<file path="config.mk">
export PLATFORM = sky130hd
export DESIGN_NAME = dc_sequencer
export DESIGN_NICKNAME = d
export VERILOG_FILES = /design/src/rtl/dc_sequencer.sv
export SDC_FILE = /design/constraint.sdc
export NUM_CORES = 1
export LEC_CHECK = 0
export CAP_MARGIN = 20
export CORE_MARGIN = 10
export CORE_UTILIZATION = 40
export DETAILED_ROUTE_END_ITERATION = 7
export PLACE_DENSITY = 0.76
export SKIP_CTS_REPAIR_TIMING = 1
export SYNTH_ARGS = -nofsm -noshare
export SYNTH_HDL_FRONTEND = slang
export SYNTH_SLANG_ARGS = --single-unit
</file>
<file path="constraint.sdc">
create_clock -name clk -period 1.95 [get_ports clk]
set_input_delay 0.195 -clock clk [delete_from_list [all_inputs] [get_ports clk]]
set_output_delay 0.195 -clock clk [all_outputs]
set_load 0.01 [all_outputs]
</file>
<file path="src/rtl/dc_sequencer.sv">
// Control sequencer for the PID datapath: error terms, coefficient fetch,
// three Booth multiplies and product accumulation into duty.
module dc_sequencer #(
  parameter int EEP_LAT    = 2,
  parameter int MULT_ITERS = 14
) (
  input  logic       clk,
  input  logic       rst_n,
  input  logic       go,
  input  logic       wrt_xset,
  input  logic [1:0] c_prod,
  output logic [2:0] c_asel,
  output logic [2:0] c_bsel,
  output logic       c_err,
  output logic       c_duty,
  output logic       c_sumerr,
  output logic       c_diferr,
  output logic       c_xset,
  output logic       c_preverr,
  output logic       c_pid,
  output logic       c_init_prod,
  output logic       c_subtract,
  output logic       c_multsat,
  output logic       c_clr_duty,
  output logic       c_eep_reg,
  output logic       eep_rd,
  output logic [1:0] eep_addr,
  output logic       busy,
  output logic       done
);

  localparam int CNT_MAX = (MULT_ITERS > EEP_LAT) ? MULT_ITERS : EEP_LAT;
  localparam int CNT_W   = $clog2(CNT_MAX + 1);
  localparam logic [CNT_W-1:0] MULT_LAST = CNT_W'(MULT_ITERS - 1);
  localparam logic [CNT_W-1:0] WAIT_LAST = CNT_W'((EEP_LAT > 1) ? EEP_LAT - 2 : 0);

  typedef enum logic [3:0] {
    S_IDLE, S_XSET, S_ERR, S_SUM, S_DIF, S_PREV,
    S_RD, S_WAIT, S_LOAD, S_INIT, S_MULT, S_ACC, S_DONE
  } state_t;

  state_t           state, state_nxt;
  logic [CNT_W-1:0] cnt, cnt_nxt;
  logic [1:0]       term, term_nxt;

  always_ff @(posedge clk or negedge rst_n) begin
    if (!rst_n) begin
      state <= S_IDLE;
      cnt   <= '0;
      term  <= '0;
    end else begin
      state <= state_nxt;
      cnt   <= cnt_nxt;
      term  <= term_nxt;
    end
  end

  always_comb begin
    state_nxt = state;
    cnt_nxt   = cnt;
    term_nxt  = term;
    case (state)
      S_IDLE: begin
        // go wins over a simultaneous wrt_xset, which is simply dropped
        if (go)            state_nxt = S_ERR;
        else if (wrt_xset) state_nxt = S_XSET;
      end
      S_XSET: state_nxt = S_IDLE;
      S_ERR:  state_nxt = S_SUM;
      S_SUM:  state_nxt = S_DIF;
      S_DIF:  state_nxt = S_PREV;
      S_PREV: begin
        term_nxt  = 2'd0;
        state_nxt = S_RD;
      end
      S_RD: begin
        cnt_nxt   = '0;
        state_nxt = (EEP_LAT == 1) ? S_LOAD : S_WAIT;
      end
      S_WAIT: begin
        cnt_nxt = cnt + CNT_W'(1);
        if (cnt == WAIT_LAST) state_nxt = S_LOAD;
      end
      S_LOAD: state_nxt = S_INIT;
      S_INIT: begin
        cnt_nxt   = '0;
        state_nxt = S_MULT;
      end
      S_MULT: begin
        cnt_nxt = cnt + CNT_W'(1);
        if (cnt == MULT_LAST) state_nxt = S_ACC;
      end
      S_ACC: begin
        if (term == 2'd2) begin
          state_nxt = S_DONE;
        end else begin
          term_nxt  = term + 2'd1;
          state_nxt = S_RD;
        end
      end
      S_DONE:  state_nxt = S_IDLE;
      default: state_nxt = S_IDLE;
    endcase
  end

  always_comb begin
    c_asel      = 3'd7;
    c_bsel      = 3'd3;
    c_err       = 1'b0;
    c_duty      = 1'b0;
    c_sumerr    = 1'b0;
    c_diferr    = 1'b0;
    c_xset      = 1'b0;
    c_preverr   = 1'b0;
    c_pid       = 1'b0;
    c_init_prod = 1'b0;
    c_subtract  = 1'b0;
    c_multsat   = 1'b0;
    c_clr_duty  = 1'b0;
    c_eep_reg   = 1'b0;
    eep_rd      = 1'b0;
    eep_addr    = 2'd0;
    busy        = (state != S_IDLE);
    done        = 1'b0;
    case (state)
      S_XSET: begin
        c_asel = 3'd0;
        c_xset = 1'b1;
      end
      S_ERR: begin
        c_asel     = 3'd1;
        c_bsel     = 3'd0;
        c_subtract = 1'b1;
        c_err      = 1'b1;
        c_clr_duty = 1'b1;
      end
      S_SUM: begin
        c_asel   = 3'd2;
        c_bsel   = 3'd1;
        c_sumerr = 1'b1;
      end
      S_DIF: begin
        c_asel     = 3'd2;
        c_bsel     = 3'd2;
        c_subtract = 1'b1;
        c_diferr   = 1'b1;
      end
      S_PREV: begin
        c_asel    = 3'd2;
        c_preverr = 1'b1;
      end
      S_RD: begin
        eep_rd   = 1'b1;
        eep_addr = term;
      end
      S_WAIT: eep_addr = term;
      S_LOAD: begin
        eep_addr  = term;
        c_eep_reg = 1'b1;
        c_pid     = 1'b1;
      end
      S_INIT: begin
        // multiplicand is err, sumerr or diferr for P, I, D respectively
        case (term)
          2'd0:    c_asel = 3'd2;
          2'd1:    c_asel = 3'd5;
          default: c_asel = 3'd6;
        endcase
        c_init_prod = 1'b1;
      end
      S_MULT: begin
        c_asel = 3'd3;
        case (c_prod)
          2'b01: c_bsel = 3'd4;
          2'b10: begin
            c_bsel     = 3'd4;
            c_subtract = 1'b1;
          end
          default: c_bsel = 3'd3;
        endcase
      end
      S_ACC: begin
        c_asel    = 3'd4;
        c_bsel    = 3'd6;
        c_multsat = 1'b1;
        c_duty    = 1'b1;
      end
      S_DONE: done = 1'b1;
      default: ;
    endcase
  end

endmodule

</file>
# Word-level counts from Yosys, hierarchy flattened
# Index checks and enable logic that the tools add are counted.
# word_totals
output_inout_bits	23
mem_bits_rw	0
latch_bits	0
memories	0
input_bits	6
mem_bits_ro	0
ff_bits	10
word_cells	66
# op_classes
muxes	26
n_mul	0
div_mod_pow	0
magnitude_cmp	0
bitwise_logic	0
n_reduce_logical	14
shifts	0
n_eq_ne	21
addsub	2
# ops
op	count
$pmux W4 S11	1
$eq A4 B4 Y1 const B	6
$mux W4	5
$pmux W3 S6	1
$eq A4 B3 Y1 const B	4
$pmux W3 S5	1
$mux W1	11
$eq A4 B2 Y1 const B	2
$logic_not A4 Y1	2
$pmux W4 S2	1
$reduce_or A2 Y1	4
$ne A2 B2 Y1 const B	3
$pmux W3 S2	1
$reduce_or A3 Y1	2
$add A4 B1 Y4 const B	1
$eq A2 B1 Y1 const B	2
$eq A2 B2 Y1 const B	2
$eq A4 B1 Y1 const B	1
$mux W2	2
$pmux W2 S2	1
$reduce_bool A2 Y1	2
$reduce_bool A4 Y1	1
$mux W3	1
$ne A3 B3 Y1 const B	1
5 further kinds	5

# Depth between registers and ports, before layout
# Gate-level depths: netlist (run 1).
# logic_depth
depth_word	4
mapped_depth	6
ltp_nobuf	5

# Least setup slack after synthesis (run 1)
# OpenSTA, ideal clock, no wires.
# synth_timing
kind	reg2out
start	register state[3]
end	output port c_err
path_stages_with_launch	6
arrival_ps	1337
required_ps	1755
path_slack_ps	418
n_path_buf	4
cell_sequence	dfrtp_1 buf_6 buf_6 buf_4 nor3_1 buf_4
# synth_via
elab_chain_cells	2
# synth_lines
element	line	rtl
start, declared	42	state_t state, state_nxt;
start signal, assigned	52	state <= state_nxt;
$eq A4 B2 Y1	-	
$mux W1	-	
end, declared	14	output logic c_err,
# Every way passes these cells.

# Worst setup path after layout (run 1)
# layout_timing
start	register state[2]
end	output port eep_rd
# layout_via
elab_chain_cells	2
# layout_lines
element	line	rtl
$eq A4 B3 Y1	125	case (state)
$mux W1	125	
end, declared	26	output logic eep_rd,
# Every way passes these cells.

==> impl_metrics.prom, run 1 <==
# TYPE chip_impl_metric gauge
chip_impl_info{name="outcome",value="complete, no violations"} 1
chip_impl_metric{name="finalCritPeriodShare",unit="%"} 96.2
chip_impl_metric{name="initial_core_util",unit="%"} 43.2
chip_impl_info{name="largest_family_of_logic_cells_by_synthesized_area",value="simple AND/OR/NAND/NOR gates"} 1
chip_impl_metric{name="max-cap-violations",unit=""} 0
chip_impl_info{name="yosys_most_used_dff",value="sky130_fd_sc_hd__dfrtp_1"} 1
chip_impl_info{name="setup.worst_path.end_class",value="output port"} 1
chip_impl_metric{name="cts-htree-levels",unit=""} 1
chip_impl_metric{name="wl",unit="mm"} 3.54
chip_impl_metric{name="gr-total-overflow",unit=""} 0
chip_impl_metric{name="critical-path-max-stage-delay",unit="ps"} 560
chip_impl_metric{name="place.port_buffers",unit=""} 28
chip_impl_metric{name="clock_input_transition_at_the_sequential_cells_of_the_worst_setup_and_hold_paths",unit="ps"} 90
chip_impl_metric{name="areaGrowthSynthToFinish",unit="%"} 45.7
chip_impl_info{name="tritoncts",value="done"} 1
chip_impl_metric{name="tightest_hold_margin",unit="ps"} 272
chip_impl_metric{name="synth_adder_area_share",unit="%"} 10.0
chip_impl_info{name="rsz0062_at_grt",value="false"} 1
chip_impl_metric{name="synth_edf_count",unit=""} 0
chip_impl_metric{name="layout-drive-gt1-share",unit="%"} 23.4
chip_impl_metric{name="syn-cell-area",unit="um^2"} 1100
chip_impl_metric{name="synth.mux.area_fraction",unit="%"} 0
chip_impl_info{name="hp-class",value="in2async"} 1
chip_impl_metric{name="synth-xor-area-share",unit="%"} 2.50
chip_impl_metric{name="global_route_wire_length_before_repair",unit="mm"} 5.33
chip_impl_metric{name="finalMaxSlewViolations",unit=""} 0
chip_impl_metric{name="drc_violations",unit=""} 0
chip_impl_metric{name="timing.critical_path.arrival",unit="ps"} 1680
chip_impl_info{name="post-synth-top-area-cell",value="sky130_fd_sc_hd__dfrtp_1"} 1
chip_impl_metric{name="slew_headroom",unit="%"} 62.6
chip_impl_metric{name="grt_pass1_vias",unit=""} 1157
chip_impl_metric{name="yosys.cell_types.count",unit=""} 41
chip_impl_metric{name="final.setup.tns",unit="ps"} 0
chip_impl_metric{name="grt_usage",unit="%"} 12.0
chip_impl_metric{name="worst_slew_pin_slew",unit="ps"} 559
chip_impl_metric{name="antenna_cells_inserted",unit=""} 0
chip_impl_metric{name="clock_skew",unit="ps"} 1.28
chip_impl_metric{name="inserted_clock_buffers",unit=""} 3
chip_impl_metric{name="synth_compound_gate_area_share",unit="%"} 25.7
chip_impl_metric{name="route.antenna.remaining_nets",unit=""} 0
chip_impl_metric{name="period_minus_slack",unit="ps"} 1880
chip_impl_metric{name="achievable-frequency",unit="MHz"} 533
chip_impl_metric{name="die_w",unit="um"} 72.4
chip_impl_metric{name="routed_wire_length_per_instance",unit="um"} 17.3
chip_impl_metric{name="worst-path-buf-inv",unit=""} 2
chip_impl_metric{name="synth.avg_cell_area",unit="um^2"} 8.15
chip_impl_metric{name="numClockSinks",unit=""} 10
chip_impl_metric{name="setup_slack",unit="ps"} 73.2
chip_impl_info{name="most_frequent_cells_in_the_layout",value="sky130_fd_sc_hd__dlymetal6s2s_1, sky130_fd_sc_hd__buf_4, sky130_fd_sc_hd__o21ai_0"} 1
chip_impl_metric{name="synthesis.yosys.warnings",unit=""} 0
chip_impl_metric{name="placement.cell_area",unit="um^2"} 1430
chip_impl_metric{name="clk-insertion-delay-late",unit="ps"} 270
chip_impl_info{name="cell_by_cell_listing_of_the_critical_path",value="buf_6 > nand2_1 > nor2_1 > clkdlybuf4s50_1"} 1
chip_impl_metric{name="design.die.area",unit="um^2"} 5250
chip_impl_info{name="cp_top_family",value="buffers and inverters"} 1
chip_impl_metric{name="antenna_found_initial",unit=""} 0
chip_impl_info{name="timing.setup.critical_path_class",value="reg2out"} 1
chip_impl_metric{name="synth.yosys.seq_area_share",unit="%"} 22.8
chip_impl_info{name="largest_cells_by_area_after_synthesis",value="sky130_fd_sc_hd__dfrtp_1, sky130_fd_sc_hd__ha_1, sky130_fd_sc_hd__o21ai_0"} 1
chip_impl_metric{name="io-pin-count",unit=""} 29
chip_impl_metric{name="viasPerCell",unit=""} 5.91
chip_impl_metric{name="final-hold-violation-count",unit=""} 0
chip_impl_metric{name="detail_route.iter0.violations",unit=""} 65
chip_impl_metric{name="num-nets-final",unit=""} 190
chip_impl_metric{name="core.rowCount",unit=""} 18
chip_impl_metric{name="place.gp.congestion",unit=""} 0.910
chip_impl_info{name="cts.root.buffer_cell",value="sky130_fd_sc_hd__clkbuf_4"} 1
chip_impl_metric{name="postSynth.asyncResetShare",unit="%"} 100
chip_impl_metric{name="length_of_the_first_detailed_routing_pass_in_iterations",unit=""} 4
chip_impl_metric{name="synthCells",unit=""} 135
chip_impl_metric{name="dr_total_vias",unit=""} 1212
chip_impl_metric{name="clock_path_buffers",unit=""} 2
chip_impl_metric{name="worst_ir_drop_vdd",unit="mV"} 0.218
chip_impl_metric{name="powerDensity",unit="nW/um^2"} 289
chip_impl_info{name="final_common_cell",value="sky130_fd_sc_hd__dlymetal6s2s_1"} 1
chip_impl_metric{name="critical_path.max_fanout",unit=""} 15
chip_impl_metric{name="floorplan.core_area",unit="um^2"} 2540
chip_impl_metric{name="die_h",unit="um"} 72.4
chip_impl_info{name="setup.worst_path.start_class",value="flip-flop"} 1
chip_impl_metric{name="synth-simple-area-share",unit="%"} 27.2
chip_impl_metric{name="synth.ff_latch_count",unit=""} 10
chip_impl_metric{name="p_leak",unit="nW"} 1.02
chip_impl_metric{name="dpl.hpwl",unit="mm"} 2.53
chip_impl_metric{name="grt_max_degree",unit=""} 16
chip_impl_metric{name="setup_viol_count_final",unit=""} 0
chip_impl_metric{name="mappedNetlistNets",unit=""} 149
chip_impl_metric{name="dp_slack",unit="ps"} -190
chip_impl_metric{name="worst_ep_required_time",unit="ps"} 1750
chip_impl_metric{name="synth_top_area_share",unit="%"} 22.8
chip_impl_metric{name="final_cell_area",unit="um^2"} 1600
chip_impl_info{name="crit_path_top_delay_cell",value="sky130_fd_sc_hd__clkdlybuf4s50_1"} 1
-- power by group --
group	switching [mW]	internal (mW)
Clock	0.0963	0.113
Sequential	0	0.207
Combinational	0.0203	0.0262
Total	0.117	0.347
-- stage by stage --
| stage | power (mW) | instances | util [%] |
|---|---|---|---|
| 2_1_floorplan | 0.227 | 135 | - |
| 3_3_place_gp | 0.259 | 194 | 56.2 |
| 3_5_place_dp | 0.260 | 194 | 56.2 |
| 4_1_cts | 0.457 | 198 | 57.7 |
| 5_1_grt | 0.471 | 205 | 63.0 |
| 6_report | 0.463 | 205 | 63.0 |
-- path summary, 6_finish.rpt --
check | cells past startpoint | slack, ps | startpoint | to
max in group asynchronous | 1 | 1280 | rst_n | state[3]$_DFFE_PN0P_
min in group clk | 1 | 560 | cnt[3]$_DFFE_PN0P_ | cnt[3]$_DFFE_PN0P_
worst min register to register | 1 | 560 | cnt[3]$_DFFE_PN0P_ | cnt[3]$_DFFE_PN0P_
worst max register to register | 5 | 350 | cnt[0]$_DFFE_PN0P_ | state[1]$_DFFE_PN0P_
worst min-delay path | 1 | 270 | rst_n | cnt[0]$_DFFE_PN0P_
worst max-delay path | 4 | 70 | state[2]$_DFFE_PN0P_ | eep_rd
-- final cells by class --
type	instances	area (um^2)
inverter	9	33.8
clock buffer	4	36.3
timing repair buffer	48	497
tap	30	37.5
multi-input combinational	104	742
fill	197	942
sequential	10	256
-- logic make-up after synthesis --
group | after synthesis
flip-flops | 10
AND/OR/NAND/NOR | 51
buffers and inverters | 21
AO/OA/AOI/OAI | 43
XOR/XNOR | 1
adder cells (fa/ha/maj) | 9
-- cell usage after synthesis (3+ instances only) --
cell type,count
sky130_fd_sc_hd__nand3_1,4
sky130_fd_sc_hd__buf_6,3
sky130_fd_sc_hd__nor2_1,10
sky130_fd_sc_hd__ha_1,8
sky130_fd_sc_hd__nand2b_1,3
sky130_fd_sc_hd__and2_1,3
sky130_fd_sc_hd__buf_4,7
sky130_fd_sc_hd__o21ai_0,11
sky130_fd_sc_hd__dfrtp_1,10
sky130_fd_sc_hd__o221ai_1,3
sky130_fd_sc_hd__nand2_1,9
sky130_fd_sc_hd__o21a_1,3
sky130_fd_sc_hd__nor2b_1,4
sky130_fd_sc_hd__a21oi_1,10
sky130_fd_sc_hd__inv_1,9
sky130_fd_sc_hd__nor3_1,7
-- per-layer routing --
layer | share of wire [%] | track usage, % | vias to the layer above
met4 | 1.1 | 2.95 | 0
met5 | 0 | 0 | -
met2 | 51 | 21.1 | 55
li1 | - | - | 567
met3 | 7.3 | 3.95 | 6
met1 | 41 | 13.7 | 584
-- flip-flops by register name, indices dropped and copies added (netlist names) --
name	count
term	2
state	4
cnt	4
Note: power is estimated with default switching activity, not from simulation.
==> run 2, diff against run 1 <==
--- a/config.mk
+++ b/config.mk
@@ -5,11 +5,12 @@
 export SDC_FILE = /design/constraint.sdc
 export NUM_CORES = 1
 export LEC_CHECK = 0
+export ABC_CLOCK_PERIOD_IN_PS = 1950
 export CAP_MARGIN = 20
 export CORE_MARGIN = 10
-export CORE_UTILIZATION = 40
+export CORE_UTILIZATION = 35
 export DETAILED_ROUTE_END_ITERATION = 7
-export PLACE_DENSITY = 0.76
+export PLACE_DENSITY = 0.69
 export SKIP_CTS_REPAIR_TIMING = 1
 export SYNTH_ARGS = -nofsm -noshare
 export SYNTH_HDL_FRONTEND = slang
==> impl_metrics.prom, run 2 (synthesis gave the netlist of run 1 again) <==
# TYPE chip_impl_metric gauge
chip_impl_info{name="outcome",value="complete, no violations"} 1
chip_impl_metric{name="initial_core_util",unit="%"} 36.3
chip_impl_metric{name="die_w",unit="um"} 76.1
chip_impl_metric{name="global_route_wire_length_before_repair",unit="mm"} 5.34
chip_impl_metric{name="dp_slack",unit="ps"} -155
chip_impl_metric{name="dr_total_vias",unit=""} 1119
chip_impl_metric{name="clock_path_buffers",unit=""} 2
chip_impl_info{name="cp_top_family",value="buffers and inverters"} 1
chip_impl_metric{name="route.antenna.remaining_nets",unit=""} 0
chip_impl_metric{name="drc_violations",unit=""} 0
chip_impl_metric{name="setup_slack",unit="ps"} 76.7
chip_impl_info{name="most_frequent_cells_in_the_layout",value="sky130_fd_sc_hd__dlymetal6s2s_1, sky130_fd_sc_hd__o21ai_0, sky130_fd_sc_hd__a21oi_1, sky130_fd_sc_hd__buf_4"} 1
chip_impl_metric{name="p_leak",unit="nW"} 0.987
chip_impl_metric{name="grt_usage",unit="%"} 10.6
chip_impl_metric{name="setup_viol_count_final",unit=""} 0
chip_impl_metric{name="worst_slew_pin_slew",unit="ps"} 497
chip_impl_metric{name="gr-total-overflow",unit=""} 0
chip_impl_info{name="tritoncts",value="done"} 1
chip_impl_info{name="final_common_cell",value="sky130_fd_sc_hd__dlymetal6s2s_1"} 1
chip_impl_metric{name="inserted_clock_buffers",unit=""} 3
chip_impl_metric{name="pwr-share-comb",unit="%"} 10.6
chip_impl_metric{name="viasPerCell",unit=""} 5.25
chip_impl_metric{name="grt_max_degree",unit=""} 17
chip_impl_metric{name="worst-path-buf-inv",unit=""} 2
chip_impl_metric{name="finalMaxSlewViolations",unit=""} 0
chip_impl_metric{name="switching_share",unit="%"} 21.9
chip_impl_metric{name="proportion_of_power_drawn_by_flip_flops_and_latches",unit="%"} 46.4
chip_impl_metric{name="wl",unit="mm"} 3.28
chip_impl_metric{name="achievable-frequency",unit="MHz"} 534
chip_impl_info{name="top_regs",value="cnt x4, state x4, term x2"} 1
chip_impl_metric{name="num-nets-final",unit=""} 184
chip_impl_metric{name="final_cell_area",unit="um^2"} 1570
chip_impl_info{name="cell_by_cell_listing_of_the_critical_path",value="buf_8 > nand2_1 > nor2_1 > clkdlybuf4s50_1"} 1
chip_impl_metric{name="floorplan.core_area",unit="um^2"} 3030
chip_impl_info{name="timing.setup.critical_path_class",value="reg2out"} 1
chip_impl_metric{name="placement.cell_area",unit="um^2"} 1410
chip_impl_metric{name="length_of_the_first_detailed_routing_pass_in_iterations",unit=""} 4
chip_impl_metric{name="critical-path-max-stage-delay",unit="ps"} 560
chip_impl_metric{name="clockPowerShare",unit="%"} 43.0
chip_impl_metric{name="p_int",unit="mW"} 0.349
chip_impl_metric{name="die_h",unit="um"} 76.1
chip_impl_metric{name="critical_path.max_fanout",unit=""} 16
chip_impl_info{name="hp-class",value="in2async"} 1
chip_impl_metric{name="period_minus_slack",unit="ps"} 1870
chip_impl_metric{name="slew_headroom",unit="%"} 66.8
chip_impl_metric{name="grt_pass1_vias",unit=""} 1099
chip_impl_metric{name="clock_input_transition_at_the_sequential_cells_of_the_worst_setup_and_hold_paths",unit="ps"} 70
chip_impl_metric{name="timing.critical_path.arrival",unit="ps"} 1680
chip_impl_metric{name="clock_skew",unit="ps"} 5.34
chip_impl_metric{name="max-cap-violations",unit=""} 0
chip_impl_info{name="cts.root.buffer_cell",value="sky130_fd_sc_hd__clkbuf_4"} 1
chip_impl_metric{name="cts-htree-levels",unit=""} 1
chip_impl_metric{name="areaGrowthSynthToFinish",unit="%"} 42.9
chip_impl_metric{name="antenna_cells_inserted",unit=""} 0
chip_impl_metric{name="final-hold-violation-count",unit=""} 0
chip_impl_metric{name="switchingPower",unit="mW"} 0.0976
chip_impl_metric{name="powerDensity",unit="nW/um^2"} 284
chip_impl_metric{name="layout-drive-gt1-share",unit="%"} 18.9
chip_impl_info{name="setup.worst_path.start_class",value="flip-flop"} 1
chip_impl_metric{name="io-pin-count",unit=""} 29
chip_impl_metric{name="routed_wire_length_per_instance",unit="um"} 15.4
chip_impl_metric{name="numClockSinks",unit=""} 10
chip_impl_metric{name="final.setup.tns",unit="ps"} 0
chip_impl_metric{name="antenna_found_initial",unit=""} 0
chip_impl_metric{name="core.rowCount",unit=""} 20
chip_impl_info{name="crit_path_top_delay_cell",value="sky130_fd_sc_hd__clkdlybuf4s50_1"} 1
chip_impl_metric{name="detail_route.iter0.violations",unit=""} 78
chip_impl_metric{name="place.gp.congestion",unit=""} 0.903
chip_impl_info{name="setup.worst_path.end_class",value="output port"} 1
chip_impl_metric{name="clk-insertion-delay-late",unit="ps"} 270
chip_impl_metric{name="place.port_buffers",unit=""} 28
chip_impl_metric{name="worst_ir_drop_vdd",unit="mV"} 0.192
chip_impl_metric{name="worst_ep_required_time",unit="ps"} 1750
chip_impl_metric{name="design.die.area",unit="um^2"} 5780
chip_impl_metric{name="finalCritPeriodShare",unit="%"} 96.1
chip_impl_metric{name="tightest_hold_margin",unit="ps"} 257
chip_impl_metric{name="dpl.hpwl",unit="mm"} 2.46
## run 2: cell count changes in the layout (fill, tap and decap cells not counted)
cell,before,now
sky130_fd_sc_hd__buf_4,16,10
sky130_fd_sc_hd__clkbuf_2,2,0
sky130_fd_sc_hd__nor3_1,5,7
sky130_fd_sc_hd__nor3_2,2,0
sky130_fd_sc_hd__buf_12,1,0
sky130_fd_sc_hd__buf_6,1,2
sky130_fd_sc_hd__buf_8,0,1
sky130_fd_sc_hd__dlymetal6s2s_1,22,23
sky130_fd_sc_hd__inv_1,8,7
sky130_fd_sc_hd__inv_2,1,2
sky130_fd_sc_hd__nand2_1,8,9
sky130_fd_sc_hd__nand2_2,1,0
## run 2: worst register-to-register path, delay by kind of cell, from the launching register on
kind | cells | cell delay [ps]
DFF | 1 | 450
AOI/OAI and AO/OA | 2 | 340
buffers and inverters | 1 | 110
and+or+nand+nor | 1 | 410
adders and majority gates | 1 | 140
## run 2: final cells by class
class,count,area (um^2)
repair buffers,42,460
clock buffers,4,36.3
fillers,296,1460
flip-flops and latches,10,256
well taps,44,55.1
inverters,9,33.8
multi-input cells,104,729
## run 2: power by group through the flow
| stage | registers, mW | logic, mW | clock network, mW |
|---|---|---|---|
| final | 0.207 | 0.0475 | 0.192 |
| after CTS | 0.207 | 0.0508 | 0.199 |
| after global routing | 0.207 | 0.0532 | 0.207 |
| after detailed placement | 0.211 | 0.0507 | 0 |
| after floorplan | 0.211 | 0.0161 | 0 |
| after global placement | 0.211 | 0.0490 | 0 |
## run 2: routing by layer
metal / up-vias / routed length, um / track usage, % / share of wire (%)
li1: 554 / - / - / -
met1: 525 / 1520 / 12.5 / 46
met2: 36 / 1560 / 17.7 / 48
met3: 4 / 141 / 2.48 / 4.3
met4: 0 / 55 / 4.65 / 1.7
met5: - / 0 / 0 / 0
## run 2: path summary, 6_finish.rpt
path	from	end	slack [ps]	depth (start not counted)
max	state[2]$_DFFE_PN0P_	eep_rd	80	4
min	rst_n	term[1]$_DFFE_PN0P_	260	1
max reg2reg	cnt[0]$_DFFE_PN0P_	state[1]$_DFFE_PN0P_	370	5
min reg2reg	cnt[3]$_DFFE_PN0P_	cnt[3]$_DFFE_PN0P_	570	1
max in group asynchronous	rst_n	state[3]$_DFFE_PN0P_	1330	1
min in group clk	cnt[3]$_DFFE_PN0P_	cnt[3]$_DFFE_PN0P_	570	1
## run 2: per-stage QoR
stage | util (%) | std cells | total power [mW]
final | 51.9 | 213 | 0.446
after global routing | 51.9 | 213 | 0.467
after CTS | 47.6 | 208 | 0.457
after detailed placement | 46.4 | 204 | 0.262
after global placement | 46.4 | 204 | 0.260
after floorplan | - | 135 | 0.227
